[src/rtl/act_pingpong_buf_if.sv]
// Handshake/bus bundle for the ping-pong activation buffer.
// master: the controller/PE-array side driving the buffer.
// slave : the buffer itself.
interface act_pingpong_buf_if #(
  parameter int DEP = 8,
  parameter int DW  = 16
);
  localparam int CW = $clog2(DEP + 1);

  logic          layer_done;
  logic          input_layer;
  logic          feed_hold;
  logic          ext_valid;
  logic [DW-1:0] ext_data;
  logic          wr_valid;
  logic [DW-1:0] wr_data;
  logic          rd_valid;
  logic [DW-1:0] rd_data;
  logic [CW-1:0] wr_count;
  logic          bank_sel;
  logic          overflow;

  modport master (
    output layer_done, input_layer, feed_hold, ext_valid, ext_data, wr_valid, wr_data,
    input  rd_valid, rd_data, wr_count, bank_sel, overflow
  );

  modport slave (
    input  layer_done, input_layer, feed_hold, ext_valid, ext_data, wr_valid, wr_data,
    output rd_valid, rd_data, wr_count, bank_sel, overflow
  );
endinterface

[src/rtl/act_pingpong_buf.sv]
// Double-banked activation buffer.
// One bank captures PE results for the current layer while the other replays
// the previous layer's results; layer_done swaps the roles. In the input layer
// the read side passes the external sample stream through instead.
// Optional feature macro: ACT_RELU_EN (rectify PE results on write).
module act_pingpong_buf #(
  parameter int DEP = 8,
  parameter int DW  = 16
) (
  input  logic               clk,
  input  logic               rst_in,
  act_pingpong_buf_if.slave  bus
);
  localparam int CW = $clog2(DEP + 1);
  localparam int AW = (DEP > 1) ? $clog2(DEP) : 1;

  logic [DW-1:0] r_mem [2][DEP];

  logic          r_bank_sel;
  logic [CW-1:0] r_wr_ptr;
  logic [CW-1:0] r_rd_ptr;
  logic [CW-1:0] r_rd_len;
  logic          r_rd_valid;
  logic [DW-1:0] r_rd_data;
  logic          r_overflow;

  logic          w_wr_acc;
  logic          w_rd_fire;
  logic [CW-1:0] w_wr_cnt_nxt;
  logic [DW-1:0] w_wr_dat;
  logic [AW-1:0] w_wr_idx;
  logic [AW-1:0] w_rd_idx;

  // A write is taken only while the write bank still has room.
  assign w_wr_acc     = bus.wr_valid && !rst_in && (r_wr_ptr < CW'(DEP));
  // Count including this cycle's write, so a write coinciding with a swap is replayed.
  assign w_wr_cnt_nxt = r_wr_ptr + CW'(w_wr_acc);
  assign w_rd_fire    = !bus.input_layer && !bus.feed_hold && (r_rd_ptr < r_rd_len);
  // Pointers only index the RAM while below DEP, so the low bits suffice.
  assign w_wr_idx     = r_wr_ptr[AW-1:0];
  assign w_rd_idx     = r_rd_ptr[AW-1:0];

`ifdef ACT_RELU_EN
  assign w_wr_dat = bus.wr_data[DW-1] ? '0 : bus.wr_data;
`else
  assign w_wr_dat = bus.wr_data;
`endif

  // Bank RAM: write side always targets the bank not being read; no reset.
  always_ff @(posedge clk) begin
    if (w_wr_acc) r_mem[~r_bank_sel][w_wr_idx] <= w_wr_dat;
  end

  // Pointers, bank swap, read stream and sticky overflow.
  always_ff @(posedge clk) begin
    if (rst_in) begin
      r_bank_sel <= 1'b0;
      r_wr_ptr   <= '0;
      r_rd_ptr   <= '0;
      r_rd_len   <= '0;
      r_rd_valid <= 1'b0;
      r_rd_data  <= '0;
      r_overflow <= 1'b0;
    end else begin
      if (bus.input_layer) begin
        r_rd_valid <= bus.ext_valid;
        r_rd_data  <= bus.ext_data;
      end else if (w_rd_fire) begin
        r_rd_valid <= 1'b1;
        r_rd_data  <= r_mem[r_bank_sel][w_rd_idx];
        r_rd_ptr   <= r_rd_ptr + 1'b1;
      end else begin
        r_rd_valid <= 1'b0;
      end

      if (bus.wr_valid && !w_wr_acc) r_overflow <= 1'b1;

      // Swap overrides the pointer updates above; the read beat already
      // sampled the old read bank this cycle.
      if (bus.layer_done) begin
        r_bank_sel <= ~r_bank_sel;
        r_rd_ptr   <= '0;
        r_wr_ptr   <= '0;
        r_rd_len   <= w_wr_cnt_nxt;
      end else begin
        r_wr_ptr   <= w_wr_cnt_nxt;
      end
    end
  end

  assign bus.rd_valid = r_rd_valid;
  assign bus.rd_data  = r_rd_data;
  assign bus.wr_count = r_wr_ptr;
  assign bus.bank_sel = r_bank_sel;
  assign bus.overflow = r_overflow;
endmodule
[src/flat_wrapper.sv]
// flat-port wrapper written by rule: the top's interface ports become plain ports
module act_pingpong_buf_flat 
#(
  parameter int DEP = 8,
  parameter int DW  = 16
)
  (clk, rst_in, bus_layer_done, bus_input_layer, bus_feed_hold, bus_ext_valid, bus_ext_data, bus_wr_valid, bus_wr_data, bus_rd_valid, bus_rd_data, bus_wr_count, bus_bank_sel, bus_overflow);
  act_pingpong_buf_if #(.DEP(DEP), .DW(DW)) bus_i ();
  input  logic clk;
  input  logic rst_in;
  input wire logic [$bits(bus_i.layer_done)-1:0] bus_layer_done;
  input wire logic [$bits(bus_i.input_layer)-1:0] bus_input_layer;
  input wire logic [$bits(bus_i.feed_hold)-1:0] bus_feed_hold;
  input wire logic [$bits(bus_i.ext_valid)-1:0] bus_ext_valid;
  input wire logic [$bits(bus_i.ext_data)-1:0] bus_ext_data;
  input wire logic [$bits(bus_i.wr_valid)-1:0] bus_wr_valid;
  input wire logic [$bits(bus_i.wr_data)-1:0] bus_wr_data;
  output wire logic [$bits(bus_i.rd_valid)-1:0] bus_rd_valid;
  output wire logic [$bits(bus_i.rd_data)-1:0] bus_rd_data;
  output wire logic [$bits(bus_i.wr_count)-1:0] bus_wr_count;
  output wire logic [$bits(bus_i.bank_sel)-1:0] bus_bank_sel;
  output wire logic [$bits(bus_i.overflow)-1:0] bus_overflow;
  assign bus_i.layer_done = bus_layer_done;
  assign bus_i.input_layer = bus_input_layer;
  assign bus_i.feed_hold = bus_feed_hold;
  assign bus_i.ext_valid = bus_ext_valid;
  assign bus_i.ext_data = bus_ext_data;
  assign bus_i.wr_valid = bus_wr_valid;
  assign bus_i.wr_data = bus_wr_data;
  assign bus_rd_valid = bus_i.rd_valid;
  assign bus_rd_data = bus_i.rd_data;
  assign bus_wr_count = bus_i.wr_count;
  assign bus_bank_sel = bus_i.bank_sel;
  assign bus_overflow = bus_i.overflow;
  act_pingpong_buf #(.DEP(DEP), .DW(DW)) u_core (.clk(clk), .rst_in(rst_in), .bus(bus_i));
endmodule
[config.mk]
export PLATFORM = sky130hd
export DESIGN_NAME = act_pingpong_buf_flat
export DESIGN_NICKNAME = d
export VERILOG_FILES = /design/src/rtl/act_pingpong_buf_if.sv /design/src/rtl/act_pingpong_buf.sv /design/src/flat_wrapper.sv
export SDC_FILE = /design/constraint.sdc
export NUM_CORES = 1
export LEC_CHECK = 0
export BUFFER_PORTS_ARGS = -buffer_cell sky130_fd_sc_hd__buf_4
export CAP_MARGIN = 40
export CORE_AREA = 2 2 151 153
export CTS_CLUSTER_DIAMETER = 60
export DETAILED_ROUTE_END_ITERATION = 12
export DIE_AREA = 0 0 153 155
export PLACE_DENSITY = 0.69
export SLEW_MARGIN = 15
export SYNTH_ARGS = -nofsm -noshare
export SYNTH_HDL_FRONTEND = slang
export SYNTH_SLANG_ARGS = --single-unit
[constraint.sdc]
create_clock -name clk -period 3.2 [get_ports clk]
set_clock_uncertainty 0.1 [all_clocks]
set_input_delay 0.32 -clock clk [delete_from_list [all_inputs] [get_ports clk]]
set_output_delay 0.32 -clock clk [all_outputs]
set_load 0.02 [all_outputs]
; ---- Word-level counts from Yosys, hierarchy flattened
; Memory sizes are Yosys's and may differ from the RTL's. A register that Yosys moved wholly into a read port is not among the register bits.
; Index checks and enable logic that the tools add are counted.
[word_totals]
reg_bits = 31
ramBits = 256
out_inout_bits = 23
mem_count = 1
[classes]
addsub = 2
n_lt_le_gt_ge = 5
mux = 13
bitwise = 4
reduce_logical = 13
[mem_list]
columns = memory, depth, word_bits, rd, rd_ports_with_merged_regs, write_ports, line_no
row1 = u_core.r_mem, 2, 128, 1, 1, 1, act_pingpong_buf.sv:17  ; logic [DW-1:0] r_mem [2][DEP];
[op_table]
columns = operator, count
row1 = $mux 128, 1
row2 = $mux 16, 5
row3 = $bmux 16 s3, 1
row4 = $demux 16 s3, 1
row5 = $ge 4x4->1 const B, 2
row6 = $not 3->4, 2
row7 = $logic_and 1x1->1, 6
row8 = $mux 1, 5
row9 = $add 4x1->4, 1
row10 = $add 4x1->4 const B, 1
row11 = $logic_not 1->1, 4
row12 = $lt 4x1->1 const B, 1
row13 = $lt 4x4->1, 1
row14 = $lt 4x4->1 const B, 1
row15 = $not 1->1, 2
row16 = $reduce_and 2->1, 1
row17 = $reduce_bool 2->1, 1
row18 = $reduce_or 2->1, 1

; ---- Logic depth before layout (Yosys ltp)
; Gate-level depths: netlist of the first run.
[depth]
ltp_word = 6
depth_mapped = 8

; ---- Worst setup path after synthesis of the first run
; Ideal clock, no wire load.
[synth_timing]
kind = register to register
from = register u_core.r_wr_ptr[3] (netlist: u_core.bus.wr_count[3])
to = memory u_core.r_mem[1][112] (netlist bit), enable pin
setup_ps = 409
arrival_time_ps = 2462
slack_ps = 228
stages_incl_launch_ff = 4
path_buffers = 0
synth_period_minus_slack_ps = 2972
path_cell_list = dfxtp_1 > nor3b_1 > or3b_2 > nor3_1
[synth_between]
elab_chain_len = 4
[synth_rtl]
columns = item, line_no
row1 = from (decl), act_pingpong_buf.sv:20  ; logic [CW-1:0] r_wr_ptr;
row2 = from (signal assigned), act_pingpong_buf.sv:86  ; r_wr_ptr <= w_wr_cnt_nxt;
row3 = $lt 4x4->1, act_pingpong_buf.sv:35  ; assign w_wr_acc = bus.wr_valid && !rst_in && (r_wr_ptr < CW'(DEP));
row4 = $logic_and 1x1->1, act_pingpong_buf.sv:35
row5 = $mux 1, act_pingpong_buf.sv:51  ; if (w_wr_acc) r_mem[~r_bank_sel][w_wr_idx] <= w_wr_dat;
row6 = $mux 128 (not written as such), act_pingpong_buf.sv:51
row7 = to (decl), act_pingpong_buf.sv:17
; No other way between the ends.

; ---- Final worst setup path of the first run
[layout_timing]
from = input bus_wr_valid
to = memory u_core.r_mem[1][53] (netlist bit), enable pin
[layout_between]
elab_chain_len = 4
[layout_rtl]
columns = item, line_no
row1 = from (decl), flat_wrapper.sv:16  ; input wire logic [$bits(bus_i.wr_valid)-1:0] bus_wr_valid;
row2 = $logic_and 1x1->1 (2 in series), act_pingpong_buf.sv:35
row3 = $mux 1, act_pingpong_buf.sv:51
row4 = $mux 128 (not written as such), act_pingpong_buf.sv:51
; No other way between the ends.

==> results.md, run 1 <==
- Status: finished, final reports clean
- Setup Slack @ Placement: 0.499 ns
- Die Height: 155 um
- Least-Margin Pin Slew: ~0.71 ns
- Hold/Removal Path Class: primary input to flop
- Initial drt markers: 570
- Clock Latency Late Sink: 0.54 ns
- Synth area leader: edfxtp_1
- First-pass GRT wire length: 37,700 um
- Cts bufs inserted: 29
- Post-synthesis async set-or-reset flop share: 0%
- Post-DP HPWL: roughly 15,000 um
- Cell mode on critical path: buf_4
- Nature of the critical path endpoint: flop
- Worst-path cell chain: dlygate4sd3_1 > buf_4 > nor3b_1 > or3b_2 > nor2_1 > buf_4
- Synthesized Nets: 622
- Layout cells sized above 1: between 20% and 30%
- Max Slew Vio Count: 0
- Row count: 55
- Nets@finish: 731
- Main synth FF type: edfxtp_1
- PD cells: 585 nW/um2
- Leakage: 4.48 nW
- Top post-synthesis cells by area: edfxtp_1 (68%), mux4_2 (8.4%), dfxtp_1 (5.7%)
- Synthesis Warnings: 0
- Clk slew on worst S/H paths: 0.06 ns
- Post-Syn Area per Cell: 19.6 um2
- Vias per cell: 5.99
- CP Max Fanout: 14
- Maximum clock rate: 391 MHz
- Slowest CP cell: nor3b_1
- Vias post-DR: ~6,000
- RSZ-0062 raised after global routing: false
- Pin count of the biggest net entering global routing: 40
- Initial antenna violation count: 0
- Cell family with most CP delay: simple AND/OR/NAND/NOR gates
- Die width: 153 um
- WP data required: 3.32 ns
- Initial core utilization: 50.8%
- # diodes: 0
- GRT overflow: 0
- Ports: 62
- # port buffers: ~60
- Kind of critical path: primary input to flop
- Maximum VDD drop: 349 uV
- Post-synthesis sequential area ratio: 73.8%
- EDFF count, synth: 256
- Worst slew margin: 52.7%
- PnR worst setup slack: 0.639 ns
- Post-synthesis register bit count: 288
- Crit path time final: 2.56 ns
- Clock tree sinks: 288
- H-tree depth: 1
- Max clock buf depth: 3
- Setup total negative slack: 0 ns
- Post-CTS setup buffers: 0
- Post-Syn Area: 11,300 um2
- Total Routing Usage GR: 21.2%
- CP bufs+invs: 3
- Slowest stage delay, CP: 0.58 ns
- Routed WL per cell: between 20 and 25 um
- DRC Markers: 0
- Vias in the first global route: between 6,000 and 7,000
- Pre-Repair DR Iteration Count: 5
- Synth-to-Final Area Change: 16.8%
- Cell variety after synth: 48
- CTS tree: built
- Cts repair resizes: 0
- Antenna Violating Nets Remaining: 0
- Worst endpoint data arrival time: 2.68 ns
- Full die area: between 20,000 and 25,000 um2
- Hold Fails Final Rpt: 0
- Final period utilization: 80.0%
- Routability cong.: 0.794
- Std-Cell Core Area: between 20,000 and 25,000 um2
- Gate Count Post-Synth: 577
- Routed WL: 24,500 um
- Area fraction of the dominant cell type after synthesis: 68.1%
- Final Setup Violations: 0
- Max cap viols: 0
- CTS Root Cell: clkbuf_16
- Startpoint types: primary input
## Yosys cell counts (2+ instances only)
cell        n
buf_4       3
o21ai_0     2
ha_1        6
a211oi_1    9
a311oi_1    2
o311a_1     5
dfxtp_1    32
mux4_1     15
nand2b_1    3
nor2_1     27
o21a_1      3
mux2i_1    19
nand2_1    15
nand3b_1    4
nor3_1      5
a21o_1      7
nor2b_1     4
nand3_1     8
and2_1      3
buf_6       9
mux4_2     42
buf_2      11
buf_12      3
xor2_1      2
xnor2_1     3
a21oi_1    12
clkbuf_1    5
a221oi_1    8
o31ai_1     2
edfxtp_1  256
inv_1      11
o22ai_1     7
a22oi_1    19
## cells by family after synthesis
family / after synthesis / synth area share [%]
buf+inv: 45 / 2.83
mux: 76 / 13.6
flops: 288 / 73.8
fa+ha+maj: 6 / 0.665
xor+xnor: 5 / 0.388
compound gates: 82 / 5.53
simple gates: 75 / 3.23
## power by group
part	leakage (nW)	internal, mW	switching [mW]
clock network	0.440	1.77	1.33
logic	1.47	0.213	0.226
registers	2.57	4.13	0.0399
total	4.48	6.11	1.60
## through the flow
stage | area, um2 | std cells | utilization (%) | hold WS [ns] | power (mW)
2_1_floorplan | 11300 | 577 | - | 0.319 | 4.51
3_3_place_gp | 12100 | 923 | 54.6 | 0.337 | 4.66
3_5_place_dp | 12100 | 923 | 54.6 | 0.342 | 4.68
4_1_cts | 13200 | 993 | 59.3 | 0.00165 | 7.77
5_1_grt | 13200 | 993 | 59.3 | 0.0163 | 7.93
6_report | 13200 | 993 | 59.3 | 0.0242 | 7.71
## state kept, by name (all words and copies together), names as in the netlist, named ones only
signal and cells:
u_core.r_rd_len 4, u_core.bus.bank_sel 1, u_core.r_rd_ptr 4, u_core.bus.rd_data 16
u_core.r_mem 256, u_core.bus.rd_valid 1, u_core.bus.wr_count 4, u_core.bus.overflow 1
## metal layers
metal  global-route usage (%)  vias to the layer above  part of all wire [%]
li1                         -                     2594                     -
met1                     28.5                     3094                    41
met2                     36.6                      219                    50
met3                     3.29                       43                   6.5
met4                     5.47                        0                   2.0
met5                        0                        -                     0
## cell usage in the layout, fill, tap and decap left out, types with 2 or more instances in the layout
| master | n |
|---|---|
| mux4_2 | 42 |
| xor2_1 | 2 |
| ha_1 | 6 |
| mux2i_1 | 19 |
| buf_12 | 2 |
| a221oi_1 | 8 |
| a311oi_1 | 2 |
| a211oi_1 | 9 |
| a21o_1 | 7 |
| xnor2_1 | 3 |
| clkinv_2 | 8 |
| nor3_2 | 5 |
| edfxtp_1 | 256 |
| a21oi_1 | 12 |
| nand2_1 | 15 |
| and2_1 | 3 |
| o31ai_1 | 2 |
| nand3b_1 | 4 |
| clkbuf_16 | 29 |
| clkbuf_8 | 4 |
| nor2_1 | 27 |
| o21a_1 | 3 |
| nand2b_1 | 3 |
| dfxtp_1 | 30 |
| nor2b_1 | 4 |
| buf_4 | 93 |
| inv_1 | 11 |
| o311a_1 | 5 |
| o21ai_0 | 2 |
| nand3_1 | 8 |
| clkbuf_1 | 9 |
| dlygate4sd3_1 | 17 |
| mux4_1 | 15 |
| a22oi_1 | 19 |
| o22ai_1 | 7 |
## area by class of cell
cell class                 count  area (um2)
timing repair buffer         112         908
clock inverter                11        63.8
sequential                   288        8330
inverter                      11        41.3
clock buffer                  42         815
fill                        1623        9050
multi-input combinational    244        2660
tap                          285         357
## worst reg2reg max path, cell delays in order, from the launching register on
cell and delay (ns):
dfxtp_1 0.34, nor3b_1 0.61, or3b_2 0.57, nor2_1 0.25, buf_4 0.31
## timing repair
| action | CTS | global route |
|---|---|---|
| hold buffers | 17 | 0 |
| hold endpoints to repair | 197 | 0 |
| setup endpoints to repair | 0 | 0 |
## final timing paths
| kind | cells after the start | to | slack (ns) | startpoint |
|---|---|---|---|---|
| worst max-delay path | 6 | u_core.r_mem[1][53] | 0.64 | bus_wr_valid |
| worst min-delay path | 1 | u_core.r_mem[1][4] | 0.02 | bus_wr_data[4] |
| worst min register to register | 1 | u_core.bus.rd_data[3] | 0.35 | u_core.bus.rd_data[3] |
| worst max register to register | 4 | u_core.r_mem[1][53] | 0.69 | u_core.bus.wr_count[3] |
No activity file was read; power rests on OpenSTA's default activity.
==> run 2, diff against run 1 <==
--- a/config.mk
+++ b/config.mk
@@ -11,7 +11,7 @@
 export CTS_CLUSTER_DIAMETER = 60
 export DETAILED_ROUTE_END_ITERATION = 12
 export DIE_AREA = 0 0 153 155
-export PLACE_DENSITY = 0.69
+export PLACE_DENSITY = 0.71
 export SLEW_MARGIN = 15
 export SYNTH_ARGS = -nofsm -noshare
 export SYNTH_HDL_FRONTEND = slang
==> constraint.sdc (replaced) <==
create_clock -name clk -period 2.35 [get_ports clk]
set_clock_uncertainty 0.1 [all_clocks]
set_input_delay 0.235 -clock clk [delete_from_list [all_inputs] [get_ports clk]]
set_output_delay 0.235 -clock clk [all_outputs]
set_load 0.02 [all_outputs]
==> results.md, run 2 (same netlist as run 1, synthesis figures left out) <==
- Status: finished, final reports clean
- Vias in the first global route: ~6,300
- Die Height: 155 um
- Vias per cell: 5.99
- Kind of critical path: flop to flop
- Clk slew on worst S/H paths: about 0.060 ns
- Max reg flops: 256
- Hold/Removal Path Class: primary input to flop
- Nets@finish: 755
- WP data required: 2.48 ns
- Clock tree sinks: 288
- Initial antenna violation count: 0
- Fillcell total: 1,562
- Worst-path cell chain: nor3b_1 > or3b_2 > nor2_1 > buf_12
- Layout cells sized above 1: 27.7%
- PD cells: between 700 and 800 nW/um2
- Startpoint types: flop
- Hold Fails Final Rpt: 0
- Row count: 55
- CTS Root Cell: clkbuf_16
- Antenna Violating Nets Remaining: 0
- Nature of the critical path endpoint: flop
- Commonest non-fill, non-tap cell in the layout: edfxtp_1
- Synth-to-Final Area Change: 19.4%
- Final Setup Violations: 0
- Total Routing Usage GR: 21.0%
- Routed WL per cell: roughly 25 um
- Initial drt markers: 534
- GRT overflow: 0
- Slowest stage delay, CP: 0.55 ns
- Slowest CP cell: or3b_2
- Pin count of the biggest net entering global routing: between 50 and 60
- Std-Cell Core Area: 22,200 um2
- Least-Margin Pin Slew: 0.743 ns
- Ports: 62
- Max cap viols: 0
- Leakage: 4.60 nW
- Worst slew margin: 50.2%
- Hold WS: 0.0414 ns
- Maximum clock rate: 467 MHz
- Cts repair resizes: 0
- RSZ-0062 raised after global routing: false
- Vias post-DR: 6,090
- Full die area: 23,700 um2
- Maximum VDD drop: 527 uV
- Max clock buf depth: 3
- CTS tree: built
- Max Slew Vio Count: 0
- Finished Cell Area: approximately 13,000 um2
- Most frequent cells in the layout: edfxtp_1 (256), buf_4 (101), mux4_2 (42), dfxtp_1 (30), clkbuf_16 (29)
- First-pass GRT wire length: 37,300 um
- Clock Latency Late Sink: 0.54 ns
- Routed WL: 25,000 um
- # port buffers: between 60 and 70
- DRC Markers: 0
- Reg with most FFs: u_core.r_mem
- Final period utilization: 91.2%
- H-tree depth: 1
- Worst endpoint data arrival time: ~2.3 ns
- Cts bufs inserted: 28
- Pre-Repair DR Iteration Count: 5
- # diodes: 0
- Initial core utilization: 50.8%
- Routability cong.: 0.805
- Crit path time final: 2.14 ns
- Post-CTS setup buffers: 0
- Die width: 153 um
- Dpl cell area: 12,300 um2
- Post-DP HPWL: between 10,000 and 15,000 um
- CP Max Fanout: 13
==> run 2: final timing paths <==
path | to | slack, ns | start | cells past startpoint
setup / recovery | u_core.r_mem[1][58] | 0.21 | u_core.bus.wr_count[3] | 4
hold / removal | u_core.bus.rd_data[1] | 0.04 | bus_ext_data[1] | 4
setup reg to reg | u_core.r_mem[1][58] | 0.21 | u_core.bus.wr_count[3] | 4
hold reg to reg | u_core.bus.rd_data[4] | 0.35 | u_core.bus.rd_data[4] | 1
==> run 2: critical path: cells and delay by family (launching register included) <==
kind,cells,cell delay (ns)
AND/OR/NAND/NOR,3,1.18
buffers and inverters,1,0.22
flip-flops,1,0.34
==> run 2: cell type report <==
cell class / instances / area (um2) / share of cell area, %
Clock buffer: 40 / 797 / 5.91
Clock inverter: 12 / 86.3 / 0.641
Inverter: 11 / 41.3 / 0.306
Multi-Input combinational cell: 244 / 2660 / 19.8
Sequential cell: 288 / 8330 / 61.8
Tap cell: 285 / 357 / 2.65
Timing Repair Buffer: 137 / 1200 / 8.89
==> run 2: per-stage QoR <==
stage / util (%) / TNS (ns) / instances / power, mW / worst slack [ns]
final: 60.6 / 0 / 1017 / 10.6 / 0.207
after CTS: 60.6 / 0 / 1017 / 10.6 / 0.169
after global routing: 60.6 / 0 / 1017 / 10.9 / 0.0869
after detailed placement: 55.4 / 0 / 937 / 6.38 / 0.200
after floorplan: - / -10.28 / 577 / 6.15 / -0.214
after global placement: 55.4 / 0 / 936 / 6.36 / 0.267
==> run 2: layer usage <==
layer | track usage, % | share of wire (%) | vias up
li1 | - | - | 2644
met1 | 28.7 | 40 | 3117
met2 | 35.6 | 50 | 286
met3 | 3.20 | 7.4 | 43
met4 | 6.17 | 2.2 | 0
met5 | 0 | 0 | -
==> run 2: report_power, final <==
part	switching (mW)	total, mW	internal (mW)	leakage [nW]
registers	0.0332	5.66	5.62	2.57
clock network	1.81	4.27	2.46	0.431
logic	0.331	0.652	0.321	1.60
total	2.18	10.6	8.41	4.60
==> run 2: what timing repair did <==
action | CTS | global route
hold buffers | 28 | 0
setup endpoints to repair | 0 | 0
hold endpoints to repair | 272 | 0
==> run 3, diff against run 2 <==
--- a/config.mk
+++ b/config.mk
@@ -11,7 +11,7 @@
 export CTS_CLUSTER_DIAMETER = 60
 export DETAILED_ROUTE_END_ITERATION = 12
 export DIE_AREA = 0 0 153 155
-export PLACE_DENSITY = 0.71
+export PLACE_DENSITY = 0.69
 export SLEW_MARGIN = 15
 export SYNTH_ARGS = -nofsm -noshare
 export SYNTH_HDL_FRONTEND = slang
==> constraint.sdc (replaced) <==
create_clock -name clk -period 2.01 [get_ports clk]
set_clock_uncertainty 0.1 [all_clocks]
set_input_delay 0.201 -clock clk [delete_from_list [all_inputs] [get_ports clk]]
set_output_delay 0.201 -clock clk [all_outputs]
set_load 0.02 [all_outputs]
==> results.md, run 3 (same netlist as run 1, synthesis figures left out) <==
- Max reg flops: 256
- DRC Markers: 0
- Sw Ratio: 21.2%
- CTS tree: built
- Max cap viols: 0
- Cell family with most CP delay: compound AO/OA/AOI/OAI gates
- CP Max Fanout: 7
- Max Slew Vio Count: 0
- Finished Cell Area: 14,000 um2
- Slowest CP cell: a2111oi_4
- Initial core utilization: approximately 50%
- Pre-Repair DR Iteration Count: 5
- Max clock buf depth: 3
- Vias per cell: just under 6
- Setup total negative slack: -0.0300 ns
- Final period utilization: 101%
- Routed WL per cell: about 25 um
- Synth-to-Final Area Change: 24.3%
- Fillcell total: 1,527
- Layout cells sized above 1: between 30% and 40%
- Clock tree sinks: 288
- RSZ-0062 raised after global routing: true
- Cell mode on critical path: buf_4
- Kind of critical path: flop to flop
- # port buffers: 61
- Maximum VDD drop: 517 uV
- Full die area: 23,700 um2
- P_int: just under 10 mW
- Hold/Removal Path Class: primary input to flop
- GRT overflow: 0
- Crit path time final: between 2 and 2.5 ns
- Util after Layout: 63.1%
- Ports: 62
- Dpl cell area: 12,500 um2
- Status: complete, but fails checks
- Initial drt markers: 507
- Nets@finish: roughly 780
- Clock power share: about two fifths
- Antenna Violating Nets Remaining: 0
- First-pass GRT wire length: between 30,000 and 40,000 um
- Post-DP HPWL: 15,500 um
- Net Sw Power: 2.61 mW
- WP data required: 2.34 ns
- R2r startpoint: u_core.r_rd_len[3]
- Most frequent cells in the layout: edfxtp_1 (256), buf_4 (100), mux4_2 (48), dlygate4sd3_1 (33), clkbuf_16 (30)
- Row count: 55
- Clock Latency Late Sink: 0.54 ns
- Hold Fails Final Rpt: 0
- PD cells: ~900 nW/um2
- Least-Margin Pin Slew: approximately 0.5 ns
- Total Power: 12.3 mW
- Worst slew margin: 66.3%
- Std-Cell Core Area: 22,200 um2
- Die Height: 155 um
- Leakage: 4.73 nW
- Nature of the critical path endpoint: flop
- Failing checks: negative setup slack
- CTS Root Cell: clkbuf_16
- Gate power share: 7.2%
- Initial antenna violation count: 0
- Startpoint types: flop
- Die width: 153 um
- Routability cong.: between 0.7 and 0.8
- Clk slew on worst S/H paths: ~0.070 ns
- Total Routing Usage GR: 21.3%
- Maximum clock rate: 494 MHz
- Hold Crit Start: bus_ext_data[9]
- CP bufs+invs: 4
- Slowest stage delay, CP: 0.36 ns
- Final Setup Violations: 4
- Pin count of the biggest net entering global routing: 35
- PnR worst setup slack: -0.0152 ns
- Cts bufs inserted: 29
- Commonest non-fill, non-tap cell in the layout: edfxtp_1
- Sequential share of power: 53.9%
- Worst setup path start: u_core.r_rd_len[3]
- H-tree depth: 1
- Worst endpoint data arrival time: 2.35 ns
- # diodes: 0
- Vias in the first global route: 6,261
- Reg with most FFs: u_core.r_mem
- Worst-path cell chain: inv_2 > ha_4 > a2111oi_4 > buf_4 > o21a_4 > buf_12 > buf_4 > nand3_4 > o311a_1
- Routed WL: 25,700 um
- Vias post-DR: 6,186
run 3: cell types whose count changed in the layout (fill, tap and decap cells not counted), moves of 6 or more:
cell     change
nor2_1       -7
mux4_2       +6
a22oi_1      -8
a22oi_2      +8
mux4_1       -6
buf_12       +9
run 3: stage by stage:
step	instances	setup WS, ns	hold WS (ns)
detailed placement	940	-0.149	0.356
floorplan	577	-0.241	0.200
finish	1038	-0.0152	0.0125
global route	1038	-0.0769	0.0407
CTS	1030	-0.0271	0.00318
global placement	940	-0.104	0.340
run 3: cell type report:
cell class                      count  area (um2)  area share (%)
Inverter                           11        41.3           0.294
Multi-Input combinational cell    244        2920            20.8
Clock buffer                       40         767            5.47
Sequential cell                   288        8340            59.5
Tap cell                          285         357            2.54
Timing Repair Buffer              157        1530            10.9
Clock inverter                     13        65.1           0.464
run 3: what timing repair did:
| item | 4_1_cts | 5_1_grt |
|---|---|---|
| buffers inserted | 3 | 6 |
| pin swaps | 5 | 16 |
| hold endpoints to repair | 285 | 0 |
| endpoints found under the setup margin | 32 | 23 |
| resized for setup | 18 | 46 |
| cloned | 1 | 1 |
| hold buffers | 33 | 0 |
run 3: final timing paths:
path	to	slack [ns]	depth (start not counted)
max	u_core.bus.rd_data[7]	-0.02	9
min	u_core.bus.rd_data[9]	0.01	4
max reg2reg	u_core.bus.rd_data[7]	-0.02	9
min reg2reg	u_core.bus.rd_data[1]	0.37	1
run 3: per-layer routing:
| metal | wire length, um | GRT usage, % | vias up |
|---|---|---|---|
| met5 | 0 | 0 | - |
| met4 | 471 | 6.31 | 0 |
| met3 | 1470 | 2.81 | 37 |
| met2 | 13000 | 36.0 | 235 |
| li1 | - | - | 2684 |
| met1 | 10700 | 29.4 | 3230 |
run 3: power groups by stage:
stage	Combinational [mW]	Sequential [mW]	Clock, mW
3_5_place_dp	0.745	6.74	0
2_1_floorplan	0.432	6.76	0
6_report	0.881	6.62	4.79
4_1_cts	0.823	6.61	4.88
5_1_grt	0.940	6.62	5.11
3_3_place_gp	0.723	6.74	0
run 3: worst register-to-register path, stage by stage (launching register included):
cell and delay [ns]:
dfxtp_2 0.34, inv_2 0.04, ha_4 0.25, a2111oi_4 0.36, buf_4 0.19, o21a_4 0.17, buf_12 0.14, buf_4 0.12
nand3_4 0.07, o311a_1 0.13
